===== config.mk =====
export PLATFORM = sky130hd
export DESIGN_NAME = branch_predictor
export DESIGN_NICKNAME = d
export VERILOG_FILES = /design/src/rtl/cpu_types_pkg.sv /design/src/rtl/branch_predictor_return_stack.sv /design/src/rtl/branch_predictor.sv
export SDC_FILE = /design/constraint.sdc
export NUM_CORES = 2
export LEC_CHECK = 0
export ABC_CLOCK_PERIOD_IN_PS = 4490
export CORE_MARGIN = 10
export CORE_UTILIZATION = 30
export CTS_CLUSTER_DIAMETER = 60
export DETAILED_ROUTE_END_ITERATION = 16
export PLACE_DENSITY = 0.43
export SLEW_MARGIN = 20
export SYNTH_ARGS = -nofsm -noshare
export SYNTH_HDL_FRONTEND = slang
export SYNTH_HIERARCHICAL = 1
export SYNTH_SLANG_ARGS = --single-unit

===== constraint.sdc =====
create_clock -name CLK -period 4.49 [get_ports CLK]
set_clock_uncertainty 0.1 [all_clocks]
set_input_delay 0.449 -clock CLK [delete_from_list [all_inputs] [get_ports CLK]]
set_output_delay 0.449 -clock CLK [all_outputs]
set_load 0.05 [all_outputs]

===== src/rtl/cpu_types_pkg.sv =====
// Shared CPU types: machine word, BTB entry layout and counter helper.
// Fields are sized for the widest BTB configuration (tag up to 32 bits, counter up to 4 bits).
package cpu_types_pkg;

  typedef logic [31:0] word_t;

  localparam int WORD_BYTES = 4;
  localparam int CNT_W_MAX  = 4;

  typedef logic [CNT_W_MAX-1:0] cnt_t;

  typedef struct packed {
    logic  valid;
    word_t tag;
    word_t target;
    cnt_t  cnt;
  } btb_entry_t;

  // Saturating up/down step bounded by 0 and cnt_max.
  function automatic cnt_t sat_step(input cnt_t cnt, input logic up, input cnt_t cnt_max);
    cnt_t res;
    if (up) begin
      if (cnt == cnt_max) res = cnt;
      else                res = cnt + 4'd1;
    end else begin
      if (cnt == 4'd0)    res = cnt;
      else                res = cnt - 4'd1;
    end
    return res;
  endfunction

endpackage


===== src/rtl/branch_predictor_return_stack.sv =====
// Circular return-address stack; the oldest entry is overwritten on overflow.
// Present only when BRANCH_PREDICTOR_RAS_EN is defined.
`ifdef BRANCH_PREDICTOR_RAS_EN
module return_stack
  import cpu_types_pkg::*;
#(
  parameter int DEPTH = 4
) (
  input  logic  CLK,
  input  logic  nRST,
  input  logic  push_i,
  input  logic  pop_i,
  input  word_t push_data_i,
  output word_t top_o,
  output logic  empty_o
);

  localparam int PTR_W = $clog2(DEPTH);
  localparam logic [PTR_W:0] CNT_FULL = (PTR_W+1)'(DEPTH);

  word_t            stack_q [DEPTH];
  word_t            stack_d [DEPTH];
  logic [PTR_W-1:0] ptr_q, ptr_d, top_ptr_s;
  logic [PTR_W:0]   count_q, count_d;
  logic             do_pop_s;

  assign top_ptr_s = ptr_q - PTR_W'(1);
  assign top_o     = stack_q[top_ptr_s];
  assign empty_o   = (count_q == '0);
  assign do_pop_s  = pop_i && !empty_o;

  // Next-state: push and pop together rewrite the top in place.
  always_comb begin
    stack_d = stack_q;
    ptr_d   = ptr_q;
    count_d = count_q;
    if (push_i && do_pop_s) begin
      stack_d[top_ptr_s] = push_data_i;
    end else if (push_i) begin
      stack_d[ptr_q] = push_data_i;
      ptr_d          = ptr_q + PTR_W'(1);
      count_d        = (count_q == CNT_FULL) ? count_q : count_q + (PTR_W+1)'(1);
    end else if (do_pop_s) begin
      ptr_d   = top_ptr_s;
      count_d = count_q - (PTR_W+1)'(1);
    end else begin
      stack_d = stack_q;
    end
  end

  // State registers.
  always_ff @(posedge CLK or negedge nRST) begin
    if (!nRST) begin
      for (int i = 0; i < DEPTH; i++) stack_q[i] <= 32'h0;
      ptr_q   <= '0;
      count_q <= '0;
    end else begin
      stack_q <= stack_d;
      ptr_q   <= ptr_d;
      count_q <= count_d;
    end
  end

endmodule
`endif


===== src/rtl/branch_predictor.sv =====
// Direct-mapped BTB with saturating counters; zero-latency lookup, update at retire.
// Define BRANCH_PREDICTOR_RAS_EN to add a return-address stack that overrides the BTB on JR $31.
module branch_predictor
  import cpu_types_pkg::*;
#(
  parameter int ENTRIES   = 16,
  parameter int CNT_W     = 2,
  parameter int RAS_DEPTH = 4
) (
  input  logic        CLK,
  input  logic        nRST,
  input  logic [31:0] lookup_pc,
  input  logic        ret_hint,
  output logic        pred_taken,
  output logic [31:0] pred_target,
  input  logic        upd_valid,
  input  logic [31:0] upd_pc,
  input  logic [31:0] upd_target,
  input  logic        upd_taken,
  input  logic        upd_pred_taken,
  input  logic [31:0] upd_pred_target,
  input  logic        call_valid,
  input  logic [31:0] call_ret_addr,
  output logic        mispredict
);

  localparam int   IDX_W      = $clog2(ENTRIES);
  localparam cnt_t CNT_MAX    = cnt_t'((1 << CNT_W) - 1);
  localparam cnt_t CNT_WEAK_T = cnt_t'(1 << (CNT_W - 1));
  localparam cnt_t CNT_RST    = cnt_t'((1 << (CNT_W - 1)) - 1);

  btb_entry_t       btb_q [ENTRIES];
  btb_entry_t       btb_d [ENTRIES];
  logic [IDX_W-1:0] lk_idx_s, up_idx_s;
  word_t            lk_tag_s, up_tag_s;
  btb_entry_t       lk_ent_s, up_ent_s;
  logic             btb_taken_s, ras_pop_s;
  word_t            ras_top_s, seq_pc_s;

  assign lk_idx_s    = lookup_pc[IDX_W+1:2];
  assign lk_tag_s    = lookup_pc >> (IDX_W + 2);
  assign up_idx_s    = upd_pc[IDX_W+1:2];
  assign up_tag_s    = upd_pc >> (IDX_W + 2);
  assign lk_ent_s    = btb_q[lk_idx_s];
  assign up_ent_s    = btb_q[up_idx_s];
  assign btb_taken_s = lk_ent_s.valid && (lk_ent_s.tag == lk_tag_s) && lk_ent_s.cnt[CNT_W-1];
  assign seq_pc_s    = lookup_pc + 32'(WORD_BYTES);

`ifdef BRANCH_PREDICTOR_RAS_EN
  logic ras_empty_s;

  assign ras_pop_s = ret_hint && !ras_empty_s;

  return_stack #(
    .DEPTH(RAS_DEPTH)
  ) u_ras (
    .CLK        (CLK),
    .nRST       (nRST),
    .push_i     (call_valid),
    .pop_i      (ras_pop_s),
    .push_data_i(call_ret_addr),
    .top_o      (ras_top_s),
    .empty_o    (ras_empty_s)
  );
`else
  logic unused_ras_s;

  assign unused_ras_s = ^{ret_hint, call_valid, call_ret_addr};
  assign ras_pop_s    = 1'b0;
  assign ras_top_s    = 32'h0;
`endif

  // Prediction: a live return address beats the BTB.
  always_comb begin
    pred_taken  = 1'b0;
    pred_target = seq_pc_s;
    if (ras_pop_s) begin
      pred_taken  = 1'b1;
      pred_target = ras_top_s;
    end else if (btb_taken_s) begin
      pred_taken  = 1'b1;
      pred_target = lk_ent_s.target;
    end else begin
      pred_taken  = 1'b0;
      pred_target = seq_pc_s;
    end
  end

  assign mispredict = upd_valid &&
                      ((upd_taken != upd_pred_taken) ||
                       (upd_taken && (upd_target != upd_pred_target)));

  // Training: hits step the counter, taken misses replace the slot outright.
  always_comb begin
    btb_d = btb_q;
    if (upd_valid) begin
      if (up_ent_s.valid && (up_ent_s.tag == up_tag_s)) begin
        btb_d[up_idx_s].cnt = sat_step(up_ent_s.cnt, upd_taken, CNT_MAX);
        if (upd_taken) btb_d[up_idx_s].target = upd_target;
        else           btb_d[up_idx_s].target = up_ent_s.target;
      end else if (upd_taken) begin
        btb_d[up_idx_s] = '{valid: 1'b1, tag: up_tag_s, target: upd_target, cnt: CNT_WEAK_T};
      end else begin
        btb_d[up_idx_s] = up_ent_s;
      end
    end else begin
      btb_d = btb_q;
    end
  end

  // BTB storage.
  always_ff @(posedge CLK or negedge nRST) begin
    if (!nRST) begin
      for (int i = 0; i < ENTRIES; i++) begin
        btb_q[i] <= '{valid: 1'b0, tag: 32'h0, target: 32'h0, cnt: CNT_RST};
      end
    end else begin
      btb_q <= btb_d;
    end
  end

endmodule


==> run metrics <==
Post-Synth XOR/XNOR Area=0.0164; Routability Congestion=0.800; area grow syn2layout=21.0%; Worst setup EP type=output pin; first-pass iteration count of the detailed router=5; most common library cells after synthesis=dfrtp_1, mux4_2, nand2_1; complex-gate fraction of the synthesized area=0.0687; worst hold path type=in2async; routed via count=40,300; largest family of logic cells by synthesized area=multiplexers; largest net degree at the start of global routing=100; TritonCTS clock tree=yes; cell with the most instances after synthesis=dfrtp_1; register area share after synthesis=0.454; R2R Path End=btb_q[244]; clock sink total=1,104; number of synthesized flops with an enable pin=0; cell family with the largest share of critical-path delay=simple AND/OR/NAND/NOR gates; Post-Route Utilization=0.365; Synth Instances=4,568; port buffer count=164; global route overflow=0; post-route ant nets=0; first-pass GRT wire length=314,000 µm; routed wire length=214,000 µm; reg-to-reg startpoint=btb_q[267]; maximum fanout along the worst path=7; Ports=201; max incr delay on CP=0.53 ns; DRT iter0 DRCs=2,621; yosys warns=6; #FFs+latches synth=1,104; Synth Cell Area=60,900 µm²; syn avg cell area=13.3 µm²; most used flip-flop cell after synthesis=dfrtp_1; Synthesized Nets=4,739; H-tree Lvls=4; number of global-route vias before repair=42,100; post-synthesis simple-gate area fraction=0.0635; min Tclk post-route=4.85 ns; worst path arrival time=4.30 ns; DP Area=68,300 µm²; Synth cell types=74; Power Density=465 nW/µm²; design area=73,600 µm²; # placed instances=7,428; final worst-path cycle share=1.08; setup ws final=-0.359 ns; Cell Chain, Critical Path=or4_1 -> nor4_1 -> a21oi_1 -> mux4_2 -> nor3_2 -> a31oi_1 -> bufbuf_16 -> nand2b_4 -> nor4_4 -> buf_6 -> buf_12 -> buf_4 -> buf_12 -> mux2_4 -> buf_8; worst reg2reg path depth=12; average wire per cell in the routed design=27.8 µm; TritonCTS Buffers=136; DIE HEIGHT=470 µm; Core Area=202,000 µm²; Max IR drop VDD=0.432 mV; Initial Utilization=0.301; chip width=470 µm; final net count=5,082; ranking of synthesized cells by area=dfrtp_1, mux4_2, mux2_4; max capacitance violation total=0; Total GRT Usage=0.191; Vias/cell=5.24; max_slew headroom=0.302; Crit Path Category=reg2out; R2R Setup Slk=0.33 ns; antenna violations before repair=5; drt drc=0; Reg clk slew, reported paths=0.06 ns; share of layout cells above drive strength 1=0.386; RSZ-0062 raised after global routing=true; Max Fclk=206 MHz; die area=221,000 µm²; multiplexer area fraction after synthesis=0.358; Synth area leader=dfrtp_1; Pins Over Slew Limit=0; Setup crit start kind=flop; Critical-path top delay cell=or4_1; worst slew pin tran=1.05 ns; FFs w/ async S/R, synth=1.00; CP required=3.94 ns; clk_lat worst skew=0.79 ns; violated checks=setup timing; Site Rows=165; Fillers=19,600; Pleak=0.0324 µW; Post-Synth Adder-Cell Area=0.000822; post-route insts no fill=7,687; clk root buf=clkbuf_16; CP Buf/Inv Count=6; run status=complete, but fails checks; top cell type's share of synthesized area=0.447; Crit path top cell by count=buf_12; clock buffer depth=3; Setup violations, final=32; final number of hold-violating endpoints=0; dpl hpwl=143,000 µm
## placed cells by master, fill, tap and decap left out, types with 13 or more instances in the layout
cell type        synthesis  layout
buf_8                    0      30
nand2_4                  0      15
a22o_1                  19      19
nor3_1                  20      19
dfrtp_1               1088    1088
clkdlybuf4s50_1          0     120
nand4_1                 17      17
mux2i_1                124     123
mux2_1                  35      35
nor2b_1                 34      32
a21oi_1                138     135
mux2_2                 277     246
nor2_1                 179     174
clkbuf_16                0     143
dfstp_2                 16      16
mux2_4                 300     331
nand2_1                515     503
clkbuf_8                 0      26
clkbuf_1               258      20
mux4_2                 555     555
buf_4                   27     350
xor2_1                  60      60
buf_12                  31     110
clkinv_2                 0      21
o21ai_1                 12      14
nand3_1                 26      26
xnor2_1                 54      54
nor4_1                  25      22
a211oi_1                17      16
a22oi_1                 40      40
bufinv_16                0      13
o21ai_0                457     455
## cell type report
type | instances | area (µm²) | share of cell area
Multi-Input combinational cell | 3033 | 31200 | 0.424
Timing Repair Buffer | 626 | 6690 | 0.0909
Clock inverter | 53 | 676 | 0.00918
Inverter | 10 | 40.0 | 0.000544
Clock buffer | 188 | 4000 | 0.0543
Antenna cell | 1 | 2.50 | 0.0000340
Tap cell | 2672 | 3340 | 0.0454
Sequential cell | 1104 | 27600 | 0.375
## power breakdown
part	switching, µW	internal (µW)	total, µW
registers	1760	12300	14100
logic	3750	4840	8590
clock network	4640	6980	11600
total	10100	24100	34300
## metal layers
layer	routed length [µm]	track usage
met1	96300	0.261
met2	104000	0.320
met3	8490	0.0260
met5	13	0
met4	5080	0.0426
## stage by stage
step	power (µW)	hold slack, ns	setup WS (ns)	setup TNS [ns]
final	34300	0.228	-0.359	-10.22
after global routing	36000	0.271	-0.504	-15.04
after CTS	34600	0.250	-0.445	-11.25
after detailed placement	22800	0.369	-0.502	-217.07
after global placement	22600	0.361	-0.529	-189.92
after floorplan	19600	0.0534	0.00699	0
## kinds of logic (layout without fill, tap and decap cells)
| family | after synthesis | in the layout |
|---|---|---|
| flip-flops | 1104 | 1104 |
| AND/OR/NAND/NOR | 874 | 874 |
| XOR/XNOR | 114 | 114 |
| buffers and inverters | 431 | 877 |
| AO/OA/AOI/OAI | 750 | 750 |
| other | 0 | 1 |
| multiplexers | 1291 | 1291 |
| adder cells (fa/ha/maj) | 4 | 4 |
## how the worst max path moves through the flow
stage                           end    startpoint  depth (start not counted)  slack [ns]
floorplan            pred_target[2]  lookup_pc[2]                         11       0.007
global placement         btb_q[829]     upd_pc[2]                         17       -0.53
detailed placement       btb_q[415]     upd_pc[2]                         17       -0.50
CTS                  pred_target[0]    btb_q[265]                         12       -0.45
global route        pred_target[29]    btb_q[115]                         12       -0.50
finish              pred_target[29]    btb_q[824]                         15       -0.36
## what timing repair did
action	4_1_cts	5_1_grt
cloned	3	0
setup buffers	11	6
hold buffers	1	0
endpoints found under the hold margin	42	0
pin swaps	3	3
setup endpoints to repair	32	64
gates resized for setup	92	31
Power figures use the tool's default switching activity.
